<file path="src/rtl/piso_serializer.sv">
// piso_serializer: valid/ready parallel-in serial-out shifter with a one-word holding buffer.
module piso_serializer #(
  parameter int WIDTH     = 4,
  parameter bit MSB_FIRST = 1
) (
  input  logic             clk,
  input  logic             rst,
  input  logic [WIDTH-1:0] parallel_in,
  input  logic             load_valid,
  output logic             load_ready,
  output logic             serial_out,
  output logic             frame,
  output logic             last,
  output logic             busy
);
  localparam int CW = $clog2(WIDTH);
  typedef enum logic {IDLE, SHIFT} state_t;
  state_t           state;
  logic [WIDTH-1:0] sh, hold, shifted;
  logic [CW-1:0]    cnt;
  logic             hold_v, accept, at_last;
  assign load_ready = ~hold_v & ~rst;
  assign accept     = load_valid & load_ready;
  assign at_last    = cnt == CW'(WIDTH - 1);
  assign shifted    = MSB_FIRST ? {sh[WIDTH-2:0], 1'b0} : {1'b0, sh[WIDTH-1:1]};
  assign frame      = state == SHIFT;
  assign serial_out = frame & (MSB_FIRST ? sh[WIDTH-1] : sh[0]);
  assign last       = frame & at_last;
  assign busy       = frame | hold_v;
  always_ff @(posedge clk) begin
    if (rst) begin
      state  <= IDLE;
      cnt    <= '0;
      sh     <= '0;
      hold   <= '0;
      hold_v <= 1'b0;
    end else if (state == IDLE) begin
      if (accept) begin
        sh    <= parallel_in;
        state <= SHIFT;
      end
    end else if (!at_last) begin
      sh  <= shifted;
      cnt <= cnt + 1'b1;
      if (accept) begin
        hold   <= parallel_in;
        hold_v <= 1'b1;
      end
    end else begin
      // word boundary: held word wins, then a same-edge accept, else go idle
      cnt <= '0;
      if (hold_v) begin
        sh     <= hold;
        hold_v <= 1'b0;
      end else if (accept) begin
        sh <= parallel_in;
      end else begin
        state <= IDLE;
      end
    end
  end
endmodule

</file>
<file path="config.mk">
export PLATFORM = sky130hd
export DESIGN_NAME = piso_serializer
export DESIGN_NICKNAME = d
export VERILOG_FILES = /design/src/rtl/piso_serializer.sv
export SDC_FILE = /design/constraint.sdc
export NUM_CORES = 1
export LEC_CHECK = 0
export CAP_MARGIN = 20
export CORE_AREA = 2 2 39 41
export DETAILED_ROUTE_END_ITERATION = 6
export DIE_AREA = 0 0 41 43
export PLACE_DENSITY = 0.69
export SYNTH_ARGS = -nofsm -noshare
export SYNTH_HDL_FRONTEND = slang
export SYNTH_SLANG_ARGS = --single-unit
export TNS_END_PERCENT = 1
</file>
<file path="constraint.sdc">
create_clock -name clk -period 3.1 [get_ports clk]
set_input_delay 0.62 -clock clk [delete_from_list [all_inputs] [get_ports clk]]
set_output_delay 0.62 -clock clk [all_outputs]
set_load 0.02 [all_outputs]
</file>
# [After elaboration in Yosys (flattened, before gate mapping)]
# Index checks and enable logic that the tools add are counted.
[totals] regBits=12 inputBits=7
[classes] addsub=1 bitwise=8 reduce_logical=3 n_eq_ne=1 mux=11
[ops] op="4-bit two-way mux" n=4
[ops] op="1-bit two-way mux" n=6
[ops] op="1-bit AND" n=4
[ops] op="1-bit NOT" n=3
[ops] op="3-bit AND reduction" n=1
[ops] op="2-bit by 1-bit adder with 2-bit output, second input constant" n=1
[ops] op="2-bit equality test, second input constant" n=1
[ops] op="2-bit two-way mux" n=1
[ops] op="2-bit AND reduction" n=1
[ops] op="2-bit nonzero test" n=1
[ops] op="1-bit bitwise OR" n=1

# [Longest topological paths before layout]
[depth] ltp_word=7 depth_mapped=5

# [Least setup slack after synthesis]
# Ideal clock, no wire load.
[synth_path] kind="input to output" start="input port rst" end="output port load_ready" path_stages=2 required_ns=2.480 path_slack_ns=1.381 arrival_ns=1.099 cell_sequence="clkbuf_1 nor2_1"
[synth_via] elab_chain_cells=2
[synth_lines] item="start: declaration" line_no="7" text="input logic rst,"
[synth_lines] item="1-bit NOT" line_no="22" text="assign load_ready = ~hold_v & ~rst;"
[synth_lines] item="1-bit AND" line_no="22"
[synth_lines] item="end: declaration" line_no="10" text="output logic load_ready,"
# No other way between the ends.

# [Worst setup path after layout]
# Ends and elaborated chain as after synthesis.

==> key figures <==
Drt
  – DRC: 0
  – Pre-antenna DRT Iters: 4
  – Initial DRC count: 10
  – Vias per cell: 5.215
  – Total Wirelength: 1173 microns
  – Routed vias: 485
  – Routed Antenna Nets: 0
  – Post-detailed-route wirelength per cell: 12.61 microns

Synthesis
  – Async SR Flop Fraction: 0%
  – Post-synthesis register bit count: 12
  – Synthesized cell area: 594.3 sq um
  – Synth cell count leaders: dfxtp_1, a21oi_1, mux2i_1, nand3_1
  – Synth top area share: 40.42%
  – Most frequent cell after synthesis: dfxtp_1
  – Syn_nets: 73
  – Mean Syn Cell Area: 9.143 sq um
  – Synth area leader: dfxtp_1
  – Synthesized instance count: 65
  – Top cells by area, synth: dfxtp_1, a21oi_1, mux2i_1
  – Post-synth EDFFs: 0
  – Register area share after synthesis: 40.42%
  – Post-synth cell types: 25
  – Synth warn: 0
  – Most used DFF post-synth: dfxtp_1

Hold path
  – Hold Path Class: register to register
  – Hold path cells: 2

CTS
  – Setup bufs post-CTS: 0
  – Clk slew on worst S/H paths: 0.07 ns
  – CTS root buf: clkbuf_4
  – H-tree depth: 1
  – Number of buffers created by CTS: 3
  – Clock sinks: 12
  – CTS resizes: 0
  – Clk_lat worst skew: 0.27 ns
  – Cts hold-fix bufs: 0
  – Clock Path Buffers: 2
  – CTS tree: done

Layout
  – Number of fill cells in the layout: 132
  – Share of cells above drive strength 1: 15.58%
  – Final instance area: 737.0 sq um
  – Fin cells: 93
  – Final core occ: 53.25%
  – Inserted Diodes: 0
  – Fin nets: 86
  – Area delta synth->final: 24.00%

Placed design
  – Inst Count DP: 89
  – RD Place Congestion: 0.7205
  – # port buffers: 11
  – HPWL Detailed: 872.4 microns
  – Cell Area, Placed: 700.7 sq um

Timing
  – Min Tclk post-route: 2.411 ns
  – Final Hold Viols: 0
  – Worst slew pin tran: 0.3962 ns
  – Fmax achieved: 0.4148 GHz
  – Worst Skew: 0.002227 ns
  – Unrepaired setup endpoints after global routing: no
  – Final worst-path cycle share: 77.77%
  – Max-slew headroom: 73.55%
  – Final setup viols: 0
  – Slew Limit Fails: 0
  – Sum Neg Setup Slack: 0 ns

Flow run
  – Maxcap violations: 0

Floorplan
  – I/O pins: 12
  – Chip width: 41 microns
  – Die H: 43 microns
  – Die area: 1763 sq um
  – Initial Util: 42.95%
  – Cell Rows: 14
  – Core Footprint: 1384 sq um

Run status
  – Status: complete, no violations

GRT
  – First-pass GRT wire length: 2056 microns
  – Vias in the first global route: 477
  – Tot GR Track Use: 18.06%
  – Largest net degree at the start of global routing: 17
  – Initial antenna violation count: 0
  – Gr ovfl total: 0

Worst setup path
  – Slowest Stage Delay on Critical Path: 0.61 ns
  – Critical path type: input port to output port
  – Crit path max fanout: 2
  – Arrival time worst endpoint: 1.79 ns
  – Worst r2r path cells: 4
  – Critical path cell sequence: clkdlybuf4s50_1, nor2_1, clkdlybuf4s50_1
  – Worst Path Required: 2.48 ns
  – Critical Path Sink Type: output port
  – CP most frequent cell: clkdlybuf4s50_1
  – Crit path max-delay cell type: clkdlybuf4s50_1
  – Type of origin of the critical path: input port

Power
  – Lkg Pwr: 0.2873 nW
  – Worst vdd ir: 0.0002421 V
  – Pwr/cell area: 478.1 nW/um^2
  – Overall power: 352.3 uW
[per-stage QoR]
step | worst slack, ns | hold WS, ns
4_1_cts | 0.6789 | 0.4815
3_5_place_dp | 0.6965 | 0.4705
5_1_grt | 0.6284 | 0.5026
3_3_place_gp | 0.6768 | 0.4573
2_1_floorplan | 1.381 | 0.4492
6_report | 0.6890 | 0.4786
[flip-flops by register name, indices dropped and copies added, names as in the netlist]
register and cells:
cnt 2, frame 1, hold 4, hold_v 1
sh 4
[report_power, final]
| part | switching, mW | internal (mW) | total (mW) |
|---|---|---|---|
| clock | 0.0518 | 0.0714 | 0.123 |
| combinational | 0.0258 | 0.0309 | 0.0568 |
| sequential | 0.00941 | 0.163 | 0.172 |
[cell families (layout without fill, tap and decap cells)]
group	Yosys count	count (layout)	synth area share, %
AO/OA/AOI/OAI	19	19	17.26
adder cells (fa/ha/maj)	1	1	2.105
buffers and inverters	6	18	6.734
flip-flops	12	12	40.42
multiplexers	5	5	8.421
AND/OR/NAND/NOR	22	22	25.05
[path summary, 6_finish.rpt]
kind                         from                   end  slack (ns)
max reg2reg   cnt[0]$_SDFFE_PP0P_  hold[0]$_SDFFE_PP0P_        1.80
max                           rst            load_ready        0.69
min reg2reg  hold[2]$_SDFFE_PP0P_  hold[2]$_SDFFE_PP0P_        0.48
min          hold[2]$_SDFFE_PP0P_  hold[2]$_SDFFE_PP0P_        0.48
[worst max-delay path, delay by kind of cell]
kind	cells	cell delay, ns
and+or+nand+nor	1	0.11
buffers and inverters	2	1.06
[per-layer routing]
metal	part of all wire [%]	routed length [microns]	up-vias	GRT usage (%)
li1	-	-	258	-
met1	45	526	213	21.90
met2	49	576	12	24.69
met3	4.6	54	2	9.424
met4	1.3	15	0	10.00
met5	0	0	-	0
[layout make-up]
type / instances / area [sq um] / share of cell area [%]
Multi-Input combinational cell: 47 / 314.1 / 42.61
Sequential cell: 12 / 240.2 / 32.60
Timing Repair Buffer: 12 / 117.6 / 15.96
Clock buffer: 4 / 36.28 / 4.924
Tap cell: 16 / 20.02 / 2.716
Inverter: 2 / 8.758 / 1.188
[layout by cell type (no fill, tap or decap), drive strengths merged]
master / instances
dfxtp: 12
clkdlybuf4s50: 11
a21oi: 10
nand3: 5
mux2i: 5
o22ai: 4
o21ai: 4
clkbuf: 4
nor2: 3
and3: 3
nand2b: 3
and2: 2
or2: 1
a21o: 1
clkinv: 1
and4bb: 1
nand4bb: 1
nand2: 1
nor3: 1
inv: 1
nor3b: 1
ha: 1
buf: 1
Note: power is estimated with default switching activity, not from simulation.
